===== config.mk =====
export PLATFORM = sky130hd
export DESIGN_NAME = match_controller_flat
export DESIGN_NICKNAME = d
export VERILOG_FILES = /design/src/rtl/match_controller_pkg.sv /design/src/rtl/match_controller_if.sv /design/src/rtl/match_controller_edge_detect.sv /design/src/rtl/match_controller.sv /design/src/flat_wrapper.sv
export SDC_FILE = /design/constraint.sdc
export NUM_CORES = 1
export LEC_CHECK = 0
export CAP_MARGIN = 0
export CORE_ASPECT_RATIO = 0.9
export CORE_UTILIZATION = 25
export DETAILED_ROUTE_END_ITERATION = 16
export HOLD_SLACK_MARGIN = 0.15
export RECOVER_POWER = 50
export SYNTH_ARGS = -nofsm -noshare
export SYNTH_HDL_FRONTEND = slang
export SYNTH_SLANG_ARGS = --single-unit
export TNS_END_PERCENT = 30

===== constraint.sdc =====
create_clock -name clk_i -period 2.1 [get_ports clk_i]
set_input_delay 0.315 -clock clk_i [delete_from_list [all_inputs] [get_ports clk_i]]
set_output_delay 0.315 -clock clk_i [all_outputs]
set_load 0.05 [all_outputs]

===== src/rtl/match_controller_pkg.sv =====
// Shared types and helpers for the match controller.
//   game_state_e : top-level match state
//   MODE_*       : menu entry meaning
//   popcount_le1 : true when at most one bit of an (up to) 8-bit mask is set
package game_pkg;

   typedef enum logic [2:0] {
      MENU,
      PLAYING,
      ROUND_END,
      CONTINUE,
      FINAL
   } game_state_e;

   localparam int unsigned MODE_MATCH  = 0;
   localparam int unsigned MODE_SINGLE = 1;

   // Clearing the lowest set bit leaves zero iff zero or one bits were set.
   function automatic logic popcount_le1(input logic [7:0] v);
      return (v & (v - 8'd1)) == 8'd0;
   endfunction

endpackage


===== src/rtl/match_controller_if.sv =====
// Button/hit inputs and game-state outputs of the match controller.
//   master : drives buttons and hits, observes state (board top / bench)
//   slave  : the controller itself
interface match_controller_if #(
   parameter int unsigned NUM_PLAYERS = 2,
   parameter int unsigned SCORE_BITS  = 4,
   parameter int unsigned MENU_ITEMS  = 2
);
   localparam int unsigned SelW = (MENU_ITEMS > 1) ? $clog2(MENU_ITEMS) : 1;
   localparam int unsigned PlW  = $clog2(NUM_PLAYERS);

   logic                              start_i;
   logic                              select_up_i;
   logic                              select_down_i;
   logic [NUM_PLAYERS-1:0]            hit_i;
   logic                              is_menu_o;
   logic                              is_playing_o;
   logic                              is_continue_o;
   logic                              is_final_o;
   logic                              round_reset_o;
   logic [SelW-1:0]                   menu_sel_o;
   logic [NUM_PLAYERS*SCORE_BITS-1:0] score_o;
   logic [NUM_PLAYERS-1:0]            alive_o;
   logic [PlW-1:0]                    round_winner_o;
   logic                              round_winner_valid_o;
   logic [PlW-1:0]                    match_winner_o;

   modport master (
      output start_i, select_up_i, select_down_i, hit_i,
      input  is_menu_o, is_playing_o, is_continue_o, is_final_o, round_reset_o,
      input  menu_sel_o, score_o, alive_o, round_winner_o, round_winner_valid_o,
      input  match_winner_o
   );

   modport slave (
      input  start_i, select_up_i, select_down_i, hit_i,
      output is_menu_o, is_playing_o, is_continue_o, is_final_o, round_reset_o,
      output menu_sel_o, score_o, alive_o, round_winner_o, round_winner_valid_o,
      output match_winner_o
   );
endinterface


===== src/rtl/match_controller_edge_detect.sv =====
// Rising-edge detector for level button inputs.
//   clk_i, reset_i : clock, synchronous active-high reset
//   d_i            : level inputs
//   rise_o         : high for the cycle where d_i is 1 and the previous sample was 0
// The previous sample resets to 1 so a button held through reset does not fire.
module edge_detect #(
   parameter int unsigned WIDTH = 1
) (
   input  logic             clk_i,
   input  logic             reset_i,
   input  logic [WIDTH-1:0] d_i,
   output logic [WIDTH-1:0] rise_o
);

   logic [WIDTH-1:0] prev_q, prev_d;

   always_comb begin
      prev_d = d_i;
      rise_o = d_i & ~prev_q;
   end

   always_ff @(posedge clk_i) begin
      if (reset_i) prev_q <= '1;
      else         prev_q <= prev_d;
   end

endmodule


===== src/rtl/match_controller.sv =====
// Match controller for NUM_PLAYERS tanks: menu, rounds, scoring, match winner.
//   clk_i, reset_i : clock, synchronous active-high reset
//   bus (slave)    : start/up/down buttons and hit mask in; state flags, round_reset,
//                    menu selection, scores, alive mask and winners out
// All outputs come from registers; there is no combinational input-to-output path.
module match_controller
   import game_pkg::*;
#(
   parameter int unsigned NUM_PLAYERS     = 2,
   parameter int unsigned SCORE_BITS      = 4,
   parameter int unsigned ROUNDS_TO_WIN   = 3,
   parameter int unsigned ROUND_END_DELAY = 25000000,
   parameter int unsigned MENU_ITEMS      = 2
) (
   input logic               clk_i,
   input logic               reset_i,
   match_controller_if.slave bus
);

   localparam int unsigned SelW = (MENU_ITEMS > 1) ? $clog2(MENU_ITEMS) : 1;
   localparam int unsigned PlW  = $clog2(NUM_PLAYERS);
   localparam int unsigned CntW = $clog2(ROUND_END_DELAY + 1);

   localparam logic [SelW-1:0]       SelLast  = SelW'(MENU_ITEMS - 1);
   localparam logic [CntW-1:0]       CntLoad  = CntW'(ROUND_END_DELAY - 1);
   localparam logic [SCORE_BITS-1:0] ScoreMax = '1;

   logic [2:0] btn_rise;
   logic       start_rise, up_rise, down_rise;

   game_state_e                          state_q, state_d;
   logic [SelW-1:0]                      sel_q, sel_d;
   logic [SCORE_BITS-1:0]                target_q, target_d;
   logic [NUM_PLAYERS-1:0][SCORE_BITS-1:0] score_q, score_d;
   logic [NUM_PLAYERS-1:0]               alive_q, alive_d;
   logic [PlW-1:0]                       rwin_q, rwin_d;
   logic                                 rwin_valid_q, rwin_valid_d;
   logic [PlW-1:0]                       mwin_q, mwin_d;
   logic [CntW-1:0]                      cnt_q, cnt_d;

   logic [NUM_PLAYERS-1:0] alive_nxt;
   logic [PlW-1:0]         win_idx;
   logic [PlW-1:0]         best_idx;
   logic                   any_reached;

   edge_detect #(
      .WIDTH(3)
   ) u_btn_edge (
      .clk_i  (clk_i),
      .reset_i(reset_i),
      .d_i    ({bus.start_i, bus.select_up_i, bus.select_down_i}),
      .rise_o (btn_rise)
   );

   assign start_rise = btn_rise[2];
   assign up_rise    = btn_rise[1];
   assign down_rise  = btn_rise[0];

   // Round winner candidate and lowest-index target reacher.
   always_comb begin
      alive_nxt = alive_q & ~bus.hit_i;
      win_idx   = '0;
      for (int p = 0; p < NUM_PLAYERS; p++) begin
         if (alive_nxt[p]) win_idx = PlW'(p);
      end
      best_idx    = '0;
      any_reached = 1'b0;
      // Scan downwards so the lowest index is the last one written.
      for (int p = NUM_PLAYERS - 1; p >= 0; p--) begin
         if (score_q[p] >= target_q) begin
            best_idx    = PlW'(p);
            any_reached = 1'b1;
         end
      end
   end

   always_comb begin
      state_d      = state_q;
      sel_d        = sel_q;
      target_d     = target_q;
      score_d      = score_q;
      alive_d      = alive_q;
      rwin_d       = rwin_q;
      rwin_valid_d = rwin_valid_q;
      mwin_d       = mwin_q;
      cnt_d        = cnt_q;

      unique case (state_q)
         MENU: begin
            if (up_rise && !down_rise) begin
               sel_d = (sel_q == '0) ? SelLast : sel_q - 1'b1;
            end else if (down_rise && !up_rise) begin
               sel_d = (sel_q == SelLast) ? '0 : sel_q + 1'b1;
            end
            if (start_rise) begin
               target_d     = (sel_q == SelW'(MODE_SINGLE)) ? SCORE_BITS'(1)
                                                            : SCORE_BITS'(ROUNDS_TO_WIN);
               score_d      = '0;
               alive_d      = '1;
               rwin_valid_d = 1'b0;
               state_d      = PLAYING;
            end
         end

         PLAYING: begin
            alive_d = alive_nxt;
            if (popcount_le1(8'(alive_nxt))) begin
               state_d = ROUND_END;
               cnt_d   = CntLoad;
               if (alive_nxt != '0) begin
                  if (score_q[win_idx] != ScoreMax) score_d[win_idx] = score_q[win_idx] + 1'b1;
                  rwin_d       = win_idx;
                  rwin_valid_d = 1'b1;
               end else begin
                  // Simultaneous final hits: draw, last winner index is kept.
                  rwin_valid_d = 1'b0;
               end
            end
         end

         ROUND_END: begin
            if (cnt_q == '0) begin
               if (any_reached) begin
                  state_d = FINAL;
                  mwin_d  = best_idx;
               end else begin
                  state_d = CONTINUE;
               end
            end else begin
               cnt_d = cnt_q - 1'b1;
            end
         end

         CONTINUE: begin
            if (start_rise) begin
               alive_d = '1;
               state_d = PLAYING;
            end
         end

         FINAL: begin
            if (start_rise) begin
               score_d = '0;
               state_d = MENU;
            end
         end

         default: state_d = MENU;
      endcase
   end

   always_ff @(posedge clk_i) begin
      if (reset_i) begin
         state_q      <= MENU;
         sel_q        <= '0;
         target_q     <= SCORE_BITS'(ROUNDS_TO_WIN);
         score_q      <= '0;
         alive_q      <= '1;
         rwin_q       <= '0;
         rwin_valid_q <= 1'b0;
         mwin_q       <= '0;
         cnt_q        <= '0;
      end else begin
         state_q      <= state_d;
         sel_q        <= sel_d;
         target_q     <= target_d;
         score_q      <= score_d;
         alive_q      <= alive_d;
         rwin_q       <= rwin_d;
         rwin_valid_q <= rwin_valid_d;
         mwin_q       <= mwin_d;
         cnt_q        <= cnt_d;
      end
   end

   assign bus.is_menu_o            = (state_q == MENU);
   assign bus.is_playing_o         = (state_q == PLAYING) || (state_q == ROUND_END);
   assign bus.is_continue_o        = (state_q == CONTINUE);
   assign bus.is_final_o           = (state_q == FINAL);
   assign bus.round_reset_o        = (state_q == MENU) || (state_q == CONTINUE) ||
                                     (state_q == FINAL);
   assign bus.menu_sel_o           = sel_q;
   assign bus.score_o              = score_q;
   assign bus.alive_o              = alive_q;
   assign bus.round_winner_o       = rwin_q;
   assign bus.round_winner_valid_o = rwin_valid_q;
   assign bus.match_winner_o       = mwin_q;

endmodule


===== src/flat_wrapper.sv =====
// flat-port wrapper written by rule: the top's interface ports become plain ports
module match_controller_flat import game_pkg::*;
#(
   parameter int unsigned NUM_PLAYERS     = 2,
   parameter int unsigned SCORE_BITS      = 4,
   parameter int unsigned ROUNDS_TO_WIN   = 3,
   parameter int unsigned ROUND_END_DELAY = 25000000,
   parameter int unsigned MENU_ITEMS      = 2
)
  (clk_i, reset_i, bus_start_i, bus_select_up_i, bus_select_down_i, bus_hit_i, bus_is_menu_o, bus_is_playing_o, bus_is_continue_o, bus_is_final_o, bus_round_reset_o, bus_menu_sel_o, bus_score_o, bus_alive_o, bus_round_winner_o, bus_round_winner_valid_o, bus_match_winner_o);
  match_controller_if #(.NUM_PLAYERS(NUM_PLAYERS), .SCORE_BITS(SCORE_BITS), .MENU_ITEMS(MENU_ITEMS)) bus_i ();
  input logic clk_i;
  input logic reset_i;
  input wire logic [$bits(bus_i.start_i)-1:0] bus_start_i;
  input wire logic [$bits(bus_i.select_up_i)-1:0] bus_select_up_i;
  input wire logic [$bits(bus_i.select_down_i)-1:0] bus_select_down_i;
  input wire logic [$bits(bus_i.hit_i)-1:0] bus_hit_i;
  output wire logic [$bits(bus_i.is_menu_o)-1:0] bus_is_menu_o;
  output wire logic [$bits(bus_i.is_playing_o)-1:0] bus_is_playing_o;
  output wire logic [$bits(bus_i.is_continue_o)-1:0] bus_is_continue_o;
  output wire logic [$bits(bus_i.is_final_o)-1:0] bus_is_final_o;
  output wire logic [$bits(bus_i.round_reset_o)-1:0] bus_round_reset_o;
  output wire logic [$bits(bus_i.menu_sel_o)-1:0] bus_menu_sel_o;
  output wire logic [$bits(bus_i.score_o)-1:0] bus_score_o;
  output wire logic [$bits(bus_i.alive_o)-1:0] bus_alive_o;
  output wire logic [$bits(bus_i.round_winner_o)-1:0] bus_round_winner_o;
  output wire logic [$bits(bus_i.round_winner_valid_o)-1:0] bus_round_winner_valid_o;
  output wire logic [$bits(bus_i.match_winner_o)-1:0] bus_match_winner_o;
  assign bus_i.start_i = bus_start_i;
  assign bus_i.select_up_i = bus_select_up_i;
  assign bus_i.select_down_i = bus_select_down_i;
  assign bus_i.hit_i = bus_hit_i;
  assign bus_is_menu_o = bus_i.is_menu_o;
  assign bus_is_playing_o = bus_i.is_playing_o;
  assign bus_is_continue_o = bus_i.is_continue_o;
  assign bus_is_final_o = bus_i.is_final_o;
  assign bus_round_reset_o = bus_i.round_reset_o;
  assign bus_menu_sel_o = bus_i.menu_sel_o;
  assign bus_score_o = bus_i.score_o;
  assign bus_alive_o = bus_i.alive_o;
  assign bus_round_winner_o = bus_i.round_winner_o;
  assign bus_round_winner_valid_o = bus_i.round_winner_valid_o;
  assign bus_match_winner_o = bus_i.match_winner_o;
  match_controller #(.NUM_PLAYERS(NUM_PLAYERS), .SCORE_BITS(SCORE_BITS), .ROUNDS_TO_WIN(ROUNDS_TO_WIN), .ROUND_END_DELAY(ROUND_END_DELAY), .MENU_ITEMS(MENU_ITEMS)) u_core (.clk_i(clk_i), .reset_i(reset_i), .bus(bus_i));
endmodule

== After elaboration in Yosys (flattened, before gate mapping) ==
Cells that the tools add are included.
Cells by class
  reductions and logical operators: 28
  multiplexer cells: 34
  order comparisons: 4
  bitwise logic cells: 5
  add/sub/neg operators: 5
  equality and inequality tests: 14
Operators with widths (number)
  $mux W25: 2
  $pmux W25 S2: 1
  $mux W8: 4
  $logic_not A25 Y1: 1
  $sub A25 B1 Y25 const B: 1
  $ne A2 B1 Y1 const B: 8
  $pmux W8 S2: 1
  $mux W3: 5
  $mux W4: 3
  $pmux W3 S4: 1
  $reduce_and A3 Y1: 4
  $reduce_bool A2 Y1: 6
  $mux W1: 11
  $and A2 B8 Y8: 1
  $bwmux W8: 1
  $ge A4 B4 Y1: 2
  $logic_not A8 Y1: 1
  $eq A3 B2 Y1 const B: 2
  $reduce_and A2 Y1: 3
  $reduce_and A5 Y1: 1
  $add A4 B1 Y4 const B: 1
  $demux W4 S1: 1
  $mux W2: 2
  $ne A4 B4 Y1 const B: 1
  other kinds (20): 26
Word-level totals
  word-level logic and storage cells: 101
  register bits after elaboration: 49
  input bits: 7
  output and inout port bits: 19

== Depth between registers and ports, before layout ==
Gate-level depths: netlist of the first run.
  depth in word-level cells: 12
  mapped depth: 10
  gate-level depth less buffers: 9

== By module ==
A second synthesis of the first run with hierarchy kept.
Unflattened totals
  cell total of the unflattened synthesis: 312
  area, all modules: 2692.6 um2
Modules (own cells, without submodules)
  match_controller: sequential area each 860.8 um2, instances 1, area an instance 2595.0 um2, cells an instance 303
  edge_detect: sequential area each 60.1 um2, instances 1, area an instance 97.6 um2, cells an instance 9

== Worst setup path after synthesis of the first run ==
Ideal clock, no wire load.
  path kind: reg-to-reg
  start point: reg u_core.alive_q[1], in the netlist u_core.bus.alive_o[1]
  end point: reg u_core.score_q, in the netlist u_core.bus.score_o[5]
  slack: -344 ps
  setup time: 71 ps
  path buffers: 1
  cell stages (with the launch flop): 11
  arrival time: 2373 ps
  data required time: 2029 ps
  clock period less this slack: 2444 ps
  path through: dfxtp_1 > nor2b_1 > clkbuf_1 > nand2_1 > nand2_1 > ha_1 > a311oi_1 > o21ai_0 > a21boi_0 > o21ai_0 > a21oi_1
On the way
  longest elaborated chain between the ends: 11
  elaborated cells between the ends (all ways): 24
  classes of those cells: add/sub (2); order compare (2); eq/ne (4); mux (10); bitwise (2); reduce/logical (4)
Ends and longest elaborated chain
  start: declaration: RTL line match_controller.sv:35  | logic [NUM_PLAYERS-1:0] alive_q, alive_d;
  start signal: assignment: RTL line match_controller.sv:168  | alive_q <= alive_d;
  $and A2 B2 Y2 (*): RTL line match_controller.sv:61  | alive_nxt = alive_q & ~bus.hit_i;
  parallel branches: the longest is 10 deep, another holds $add A4 B1 Y4
  end signal: assignment: RTL line match_controller.sv:167  | score_q <= score_d;
  end: declaration: RTL line match_controller.sv:34  | logic [NUM_PLAYERS-1:0][SCORE_BITS-1:0] score_q, score_d;
Mark *: on every way between the ends. The select of a mux whose other input is x is not followed.
A chain may end at the register's enable or synchronous reset.

== Final worst setup path of the first run ==
  start point: reg u_core.state_q[1]
  end point: out bus_is_final_o
On the way
  longest elaborated chain between the ends: 1
Ends and longest elaborated chain
  start: declaration: RTL line match_controller.sv:31  | game_state_e state_q, state_d;
  start signal: assignment: RTL line match_controller.sv:164  | state_q <= state_d;
  $eq A3 B3 Y1: RTL line match_controller.sv:179  | assign bus.is_final_o = (state_q == FINAL);
  end: declaration: RTL line flat_wrapper.sv:21  | output wire logic [$bits(bus_i.is_final_o)-1:0] bus_is_final_o;
No other way between the ends.

==> impl_metrics.env, run 1 <==
export IMPL_outcome="complete, no violations"
export IMPL_switching_share_pct=44.7
export IMPL_area_delta_synth_final_pct=37.1
export IMPL_grt_pass1_vias=2166
export IMPL_fin_crit_sh_pct=96.2
export IMPL_synth_top_cell_by_area="dfxtp_1"
export IMPL_antenna_found_initial=0
export IMPL_postRouteAntennaNets=0
export IMPL_tritoncts="done"
export IMPL_hold_class="register to register"
export IMPL_core_area_um2=9660
export IMPL_cp_required_ns=1.78
export IMPL_r2r_start="u_core.cnt_q[0]"
export IMPL_reg2reg_slack_ns=0.09
export IMPL_synth_cell_types=51
export IMPL_yosys_top_cells_area="dfxtp_1 (37%), a21oi_1 (6.3%), nor2_1 (4.7%)"
export IMPL_avgSynthCellArea_um2=8.66
export IMPL_slew_headroom_pct=63.6
export IMPL_clk_latency_ns=0.30
export IMPL_grtUsageMet3_pct=1.95
export IMPL_hold_viol_final=0
export IMPL_cp_arrival_ns=1.70
export IMPL_async_flop_share_pct=0
export IMPL_p_per_area_nw_per_um2=1520
export IMPL_viasPerCell=4.88
export IMPL_firstDrtPassIters=4
export IMPL_clkTransAtPathRegs_ns=0.09
export IMPL_vias=2309
export IMPL_fp_dieW_um=107
export IMPL_r2r_end="u_core.cnt_q[21]"
export IMPL_wl_per_cell_um=13.7
export IMPL_setup_viol=0
export IMPL_min_period_ns=2.02
export IMPL_dpl_cell_area_um2=3150
export IMPL_worst_clock_skew_ns=0.00876
export IMPL_p_int_uw=2850
export IMPL_min_delay_worst_endpoint="u_core.target_q[1]"
export IMPL_synth_top_area_share_pct=37.2
export IMPL_vdd_drop_max_v=0.000582
export IMPL_crit_fanout=6
export IMPL_met2_usage_pct=20.6
export IMPL_die_area_um2=10300
export IMPL_post_route_util_pct=35.2
export IMPL_ff2ff_path_depth=6
export IMPL_drive_gt1_share_pct=27.1
export IMPL_cts_buffer_depth=2
export IMPL_layout_setup_ws_ns=0.0803
export IMPL_busiest_layer="met2"
export IMPL_holdPathStages=1
export IMPL_synth_cells=286
export IMPL_hold_start="u_core.target_q[1]"
export IMPL_cts_sinks=46
export IMPL_htreeDepth=2
export IMPL_synth_ff_type="dfxtp_1"
export IMPL_initial_core_util_pct=25.7
export IMPL_row_count=34
export IMPL_grt_max_degree=26
export IMPL_grt_ovfl_total=0
export IMPL_whs_ns=0.480
export IMPL_syn_num_nets=299
export IMPL_met1_usage_pct=18.0
export IMPL_die_y_um=96.4
export IMPL_pwr_share_comb_pct=61.3
export IMPL_drc=0
export IMPL_cts_buffers=5
export IMPL_grt_pass1_wl_um=10600
export IMPL_power_leakage_uw=0.00126
export IMPL_crit_type="register to primary output"
export IMPL_dr_first_iter_drc_count=145
export IMPL_dpl_hpwl_um=4660
export IMPL_finalInstanceArea_um2=3400
export IMPL_end_kind="primary output"
export IMPL_worst_pin_slew_ns=0.544
export IMPL_diodes=0
export IMPL_layout_nets=359
export IMPL_cp_start_kind="register"
export IMPL_ys_ff_latch=46
export IMPL_cts_root_buf="clkbuf_8"
export IMPL_total_power_uw=5150
export IMPL_synth_seq_area_share_pct=37.2
export IMPL_place_ws_ns=-0.305
export IMPL_p_sw_uw=2300
export IMPL_drv_slew=0
export IMPL_power_frac_clock_pct=12.9
export IMPL_cap_violations=0
export IMPL_yosysMostFrequentCell="dfxtp_1"
export IMPL_grtUsageTotal_pct=13.0
export IMPL_netlist_top_cells_count="dfxtp_1 (46), a21oi_1 (31), nor2_1 (31), nand2_1 (17), o21ai_0 (14)"
export IMPL_wl_um=6500
export IMPL_syn_area_um2=2480
export IMPL_gp_congestion=0.854
export IMPL_clock_fmax_mhz=495
export IMPL_synth_edf_count=0
export IMPL_num_io_pins=26
export IMPL_io_buffers=25
export IMPL_ys_warn_count=0
export IMPL_cts_hold_buf=0
export IMPL_p_seq_share_pct=25.9
-- power groups by stage --
stage | Sequential, uW | Clock (uW) | Combinational [uW]
5_1_grt | 1370 | 708 | 3430
4_1_cts | 1320 | 680 | 2990
2_1_floorplan | 1420 | 0 | 1800
3_5_place_dp | 1330 | 0 | 2900
3_3_place_gp | 1330 | 0 | 2870
6_report | 1330 | 664 | 3160
-- final cells by class --
type / instances / area, um2
multi-input cells: 222 / 1630
clock buffers: 6 / 72.6
inverters: 4 / 15.0
clock inverters: 2 / 37.5
flip-flops and latches: 46 / 925
repair buffers: 67 / 563
well taps: 126 / 158
fillers: 986 / 6260
-- placed cells by master (no fill, tap or decap), types with 4 or more instances in the layout --
cell,n
nand3_1,9
o21ai_0,11
nand2b_1,8
clkdlybuf4s50_1,8
dfxtp_1,45
buf_4,39
nand2_1,17
nor2_1,31
dlygate4sd3_1,12
xnor2_1,12
a211oi_1,6
clkbuf_8,5
a21oi_1,31
or2_2,11
a311oi_1,5
xor2_1,11
inv_1,4
ha_1,5
nor2b_1,5
a2111oi_4,4
-- worst max path at each step --
| stage | from | endpoint | slack (ns) |
|---|---|---|---|
| after floorplan | u_core.state_q[1] | u_core.target_q[1] | 0.002 |
| after global placement | bus_hit_i[1] | u_core.bus.score_o[1] | -0.21 |
| after detailed placement | bus_hit_i[1] | u_core.bus.score_o[6] | -0.30 |
| after CTS | bus_hit_i[1] | u_core.bus.score_o[6] | 0.004 |
| after global routing | bus_hit_i[1] | u_core.bus.score_o[4] | -0.02 |
| final | u_core.state_q[1] | bus_is_final_o | 0.08 |
-- state kept, by name, indices dropped and copies added, names as in the netlist, 2 cells and up --
name	flops
u_core.bus.alive_o	2
u_core.state_q	3
u_core.u_btn_edge.prev_q	3
u_core.cnt_q	25
u_core.bus.score_o	8
-- routing by layer --
metal,vias to the layer above,routed length [um]
met5,-,0
met4,0,63
met3,5,217
met2,40,3000
met1,1108,3220
li1,1156,-
-- cells by family after synthesis --
group	Yosys count	synth area share, %
fa+ha+maj	6	3.03
xor+xnor	23	8.13
flops	46	37.2
buf+inv	19	3.59
compound gates	85	25.0
simple gates	107	23.1
-- worst max-delay path: stages, from the launching register on --
cell and delay [ns]:
dfxtp_1 0.34, clkbuf_1 0.16, nor2_1 0.45, and2_1 0.24, buf_4 0.21
-- metrics by stage --
step / TNS, ns / std cells
finish: 0 / 473
global route: -0.0423 / 473
CTS: 0 / 469
detailed placement: -2.34 / 461
global placement: -1.63 / 461
floorplan: 0 / 286
-- repair_timing --
| item | 4_1_cts | 5_1_grt |
|---|---|---|
| setup endpoints to repair | 12 | 29 |
| resized for setup | 5 | 18 |
| buffers inserted | 0 | 3 |
| pin swaps | 0 | 8 |
| hold endpoints to repair | 0 | 0 |
| gates cloned | 0 | 1 |
(Power assumes the default switching activity.)
==> run 2, diff against run 1 <==
Settings changed: CORE_ASPECT_RATIO 0.9 to 1.25.
==> impl_metrics.env, run 2 (synthesis gave the netlist of run 1 again) <==
export IMPL_row_count=40
export IMPL_die_y_um=113
export IMPL_ff2ff_path_depth=9
export IMPL_core_area_um2=9610
export IMPL_tritoncts="done"
export IMPL_p_int_uw=3000
export IMPL_vias=2296
export IMPL_r2r_end="u_core.cnt_q[5]"
export IMPL_initial_core_util_pct=25.8
export IMPL_hold_start="bus_hit_i[1]"
export IMPL_cts_root_buf="clkbuf_16"
export IMPL_power_frac_clock_pct=14.8
export IMPL_hold_viol_final=0
export IMPL_clock_fmax_mhz=488
export IMPL_switching_share_pct=42.9
export IMPL_min_period_ns=2.05
export IMPL_cts_sinks=46
export IMPL_worst_pin_slew_ns=0.498
export IMPL_min_delay_worst_endpoint="u_core.bus.alive_o[1]"
export IMPL_p_seq_share_pct=25.4
export IMPL_layout_commonest_cell="buf_4"
export IMPL_layout_common_cells="buf_4 (46), dfxtp_1 (45), a21oi_1 (31)"
export IMPL_drc=0
export IMPL_cts_hold_buf=0
export IMPL_gp_congestion=0.864
export IMPL_hold_class="input port to register"
export IMPL_pwr_share_comb_pct=59.8
export IMPL_dpl_hpwl_um=4600
export IMPL_worst_clock_skew_ns=0.00938
export IMPL_r2r_start="u_core.cnt_q[0]"
export IMPL_diodes=0
export IMPL_vdd_drop_max_v=0.000641
export IMPL_outcome="complete, no violations"
export IMPL_p_per_area_nw_per_um2=1510
export IMPL_regMostFlops="u_core.cnt_q"
export IMPL_grt_pass1_wl_um=10700
export IMPL_htreeDepth=2
export IMPL_cts_buffers=5
export IMPL_dr_first_iter_drc_count=106
export IMPL_drv_slew=0
export IMPL_total_power_uw=5250
export IMPL_clkTransAtPathRegs_ns=0.07
export IMPL_largest_reg_flops=25
export IMPL_cap_violations=0
export IMPL_fin_crit_sh_pct=97.5
export IMPL_layout_nets=361
export IMPL_grt_pass1_vias=2346
export IMPL_antenna_found_initial=0
export IMPL_wl_per_cell_um=13.4
export IMPL_slew_headroom_pct=66.7
export IMPL_place_ws_ns=-0.341
export IMPL_fp_dieW_um=91.0
export IMPL_instances_no_fill=475
export IMPL_grt_setup_unrepaired="yes"
export IMPL_grt_ovfl_total=0
export IMPL_drive_gt1_share_pct=28.7
export IMPL_p_sw_uw=2250
export IMPL_num_io_pins=26
export IMPL_end_kind="register"
export IMPL_cts_buffer_depth=2
export IMPL_grt_max_degree=39
export IMPL_finalSetupTns_ns=0
export IMPL_wl_um=6350
export IMPL_clk_latency_ns=0.28
export IMPL_reg2reg_slack_ns=0.05
export IMPL_cp_arrival_ns=2.27
export IMPL_grtUsageTotal_pct=12.7
export IMPL_io_buffers=25
export IMPL_area_delta_synth_final_pct=40.0
export IMPL_cp_start_kind="register"
export IMPL_power_leakage_uw=0.00129
export IMPL_setup_viol=0
export IMPL_layout_setup_ws_ns=0.0519
export IMPL_die_area_um2=10300
export IMPL_place_inst=467
export IMPL_viasPerCell=4.83
export IMPL_crit_fanout=8
export IMPL_holdPathStages=3
export IMPL_postRouteAntennaNets=0
export IMPL_firstDrtPassIters=4
export IMPL_cts_setup_buffers=0
export IMPL_whs_ns=0.433
export IMPL_cp_required_ns=2.32
export IMPL_crit_type="register to register"
-- run 2: cell types whose count changed in the layout (fill, tap and decap cells not counted), sizes merged, moves of 2 or more --
cell,before,now
clkinv,0,2
buf,41,50
clkdlybuf4s50,8,19
clkbuf,12,6
dlygate4sd3,12,0
-- run 2: through the flow --
stage,area [um2],utilization (%)
floorplan,2500,-
global placement,3210,33.4
detailed placement,3210,33.4
CTS,3370,35.1
global route,3470,36.1
finish,3470,36.1
-- run 2: worst max-delay path, cell delays in order, from the launching register on --
cell and delay [ns]:
dfxtp_1 0.33, inv_1 0.06, ha_1 0.19, nor4b_2 0.15, and3_2 0.25, a31oi_2 0.39
buf_4 0.23, o21ai_0 0.10, xor2_1 0.15, a21oi_1 0.14
-- run 2: power groups by stage --
stage | sequential (uW) | combinational, uW | clock [uW]
detailed placement | 1330 | 2990 | 0
finish | 1330 | 3140 | 775
floorplan | 1420 | 1800 | 0
global route | 1370 | 3430 | 827
global placement | 1330 | 2940 | 0
CTS | 1320 | 3030 | 799
-- run 2: worst max path at each step --
stage / startpoint / to / slack [ns] / depth (start not counted)
finish: u_core.cnt_q[0] / u_core.cnt_q[5] / 0.05 / 9
global route: u_core.cnt_q[0] / u_core.cnt_q[5] / -0.1 / 9
CTS: bus_hit_i[1] / u_core.bus.score_o[6] / -0.02 / 10
detailed placement: bus_hit_i[1] / u_core.bus.score_o[6] / -0.34 / 10
global placement: bus_hit_i[1] / u_core.bus.score_o[5] / -0.25 / 10
floorplan: u_core.state_q[1] / u_core.target_q[1] / 0.002 / 5
-- run 2: what timing repair did --
| action | CTS | global route |
|---|---|---|
| setup endpoints to repair | 17 | 31 |
| pin swaps | 2 | 10 |
| gates resized for setup | 4 | 19 |
| hold endpoints to repair | 0 | 0 |
-- run 2: per-layer routing --
layer	share of wire (%)	GRT usage [%]	vias up
met1	46	14.8	1098
li1	-	-	1159
met5	0	0	-
met2	50	23.7	32
met3	2.6	2.15	7
met4	0.99	3.60	0
-- run 2: layout make-up --
class | count | area, um2
Clock inverter | 2 | 13.8
Tap cell | 126 | 158
Inverter | 4 | 15.0
Timing Repair Buffer | 70 | 628
Multi-Input combinational cell | 221 | 1600
Clock buffer | 6 | 129
Fill cell | 1025 | 6140
Sequential cell | 46 | 925
==> run 3, diff against run 2 <==
Clock period 2.1 ns to 2.2 ns, I/O delays scaled along.
==> impl_metrics.env, run 3 (synthesis gave the netlist of run 1 again) <==
export IMPL_finalSetupTns_ns=0
export IMPL_cts_sinks=46
export IMPL_cts_root_buf="clkbuf_16"
export IMPL_end_kind="register"
export IMPL_vdd_drop_max_v=0.000514
export IMPL_firstDrtPassIters=4
export IMPL_worst_clock_skew_ns=0.00973
export IMPL_crit_type="register to register"
export IMPL_drive_gt1_share_pct=25.7
export IMPL_postRouteAntennaNets=0
export IMPL_grt_pass1_wl_um=11000
export IMPL_clkTransAtPathRegs_ns=0.07
export IMPL_dpl_hpwl_um=4560
export IMPL_crit_path_max_incr_delay_ns=0.34
export IMPL_die_area_um2=10300
export IMPL_vias=2350
export IMPL_cp_arrival_ns=2.27
export IMPL_htreeDepth=2
export IMPL_hold_viol_final=0
export IMPL_ff_latch_area_um2=925
export IMPL_grt_max_degree=39
export IMPL_die_y_um=113
export IMPL_setup_viol=0
export IMPL_io_buffers=25
export IMPL_clk_latency_ns=0.29
export IMPL_row_count=40
export IMPL_grt_ovfl_total=0
export IMPL_cts_buffer_depth=2
export IMPL_crit_chain="inv_1 > ha_1 > nor4b_1 > and3_1 > buf_4 > a31o_4 > a211oi_1 > xnor2_1 > a21oi_1"
export IMPL_largest_reg_flops=25
export IMPL_fp_dieW_um=91.0
export IMPL_cp_start_kind="register"
export IMPL_total_power_uw=4960
export IMPL_cts_hold_buf=0
export IMPL_cp_required_ns=2.38
export IMPL_drv_slew=0
export IMPL_layout_common_cells="dfxtp_1 (45), buf_4 (38), a21oi_1 (31)"
export IMPL_antenna_found_initial=0
export IMPL_hold_class="register to register"
export IMPL_outcome="complete, no violations"
export IMPL_multi_input_area_um2=1600
export IMPL_p_per_area_nw_per_um2=1460
export IMPL_diodes=0
export IMPL_layout_nets=355
export IMPL_wl_per_cell_um=13.8
export IMPL_fillCellCount=1020
export IMPL_dr_first_iter_drc_count=88
export IMPL_slew_headroom_pct=64.1
export IMPL_num_io_pins=26
export IMPL_area_delta_synth_final_pct=36.8
export IMPL_wl_um=6460
export IMPL_layout_setup_ws_ns=0.107
export IMPL_drc=0
export IMPL_crit_fanout=12
export IMPL_fin_crit_sh_pct=95.1
export IMPL_regMostFlops="u_core.cnt_q"
export IMPL_tritoncts="done"
export IMPL_grt_pass1_vias=2350
export IMPL_grt_setup_unrepaired="yes"
export IMPL_clock_fmax_mhz=478
export IMPL_gp_congestion=0.858
export IMPL_initial_core_util_pct=25.8
export IMPL_crit_path_top_delay_cell="a211oi_1"
export IMPL_core_area_um2=9610
export IMPL_place_ws_ns=-0.243
export IMPL_worst_pin_slew_ns=0.538
export IMPL_power_leakage_uw=0.00126
export IMPL_layout_commonest_cell="dfxtp_1"
export IMPL_grtUsageTotal_pct=13.0
export IMPL_min_period_ns=2.09
export IMPL_viasPerCell=5.01
export IMPL_cap_violations=0
export IMPL_cts_buffers=5
run 3: final timing paths:
check | start | cells after the start | slack (ns) | endpoint
max | u_core.cnt_q[0] | 9 | 0.11 | u_core.cnt_q[18]
min | u_core.target_q[1] | 1 | 0.48 | u_core.target_q[1]
max reg2reg | u_core.cnt_q[0] | 9 | 0.11 | u_core.cnt_q[18]
min reg2reg | u_core.target_q[1] | 1 | 0.48 | u_core.target_q[1]
run 3: stage by stage:
step           hold slack (ns)  cells  utilization, %  cell area, um2
3_3_place_gp             0.449    460            32.4            3110
5_1_grt                  0.502    469            35.3            3390
4_1_cts                  0.482    468            33.9            3260
2_1_floorplan            0.435    286               -            2480
3_5_place_dp             0.460    460            32.4            3110
6_report                 0.481    469            35.3            3390
run 3: layout make-up:
class,instances,area share (%)
clock inverters,2,0.406
repair buffers,64,16.1
multi-input cells,221,47.3
inverters,4,0.443
flip-flops and latches,46,27.3
well taps,126,4.65
clock buffers,6,3.80
run 3: timing repair:
action | CTS | global route
pin swaps | 0 | 15
setup endpoints to repair | 2 | 16
resized for setup | 1 | 21
setup buffers | 0 | 1
run 3: worst max-delay path, delay by kind of cell (launching register included):
kind	cells	cell delay [ns]
buf+inv	2	0.21
compound gates	3	0.73
flops	1	0.33
simple gates	2	0.34
xor+xnor	1	0.17
fa+ha+maj	1	0.21
run 3: per-layer routing:
| metal | share of wire, % | routed length [um] | global-route usage, % |
|---|---|---|---|
| met3 | 5.2 | 334 | 3.09 |
| met1 | 42 | 2710 | 15.1 |
| met2 | 52 | 3350 | 22.7 |
| met5 | 0 | 0 | 0 |
| met4 | 1.0 | 66 | 5.40 |
run 3: report_power, final:
| part | switching (uW) | leakage (uW) | total, uW | internal (uW) |
|---|---|---|---|---|
| sequential | 193 | 0.000376 | 1250 | 1060 |
| combinational | 1690 | 0.000813 | 2970 | 1280 |
| clock | 320 | 0.0000708 | 741 | 422 |
| total | 2200 | 0.00126 | 4960 | 2760 |
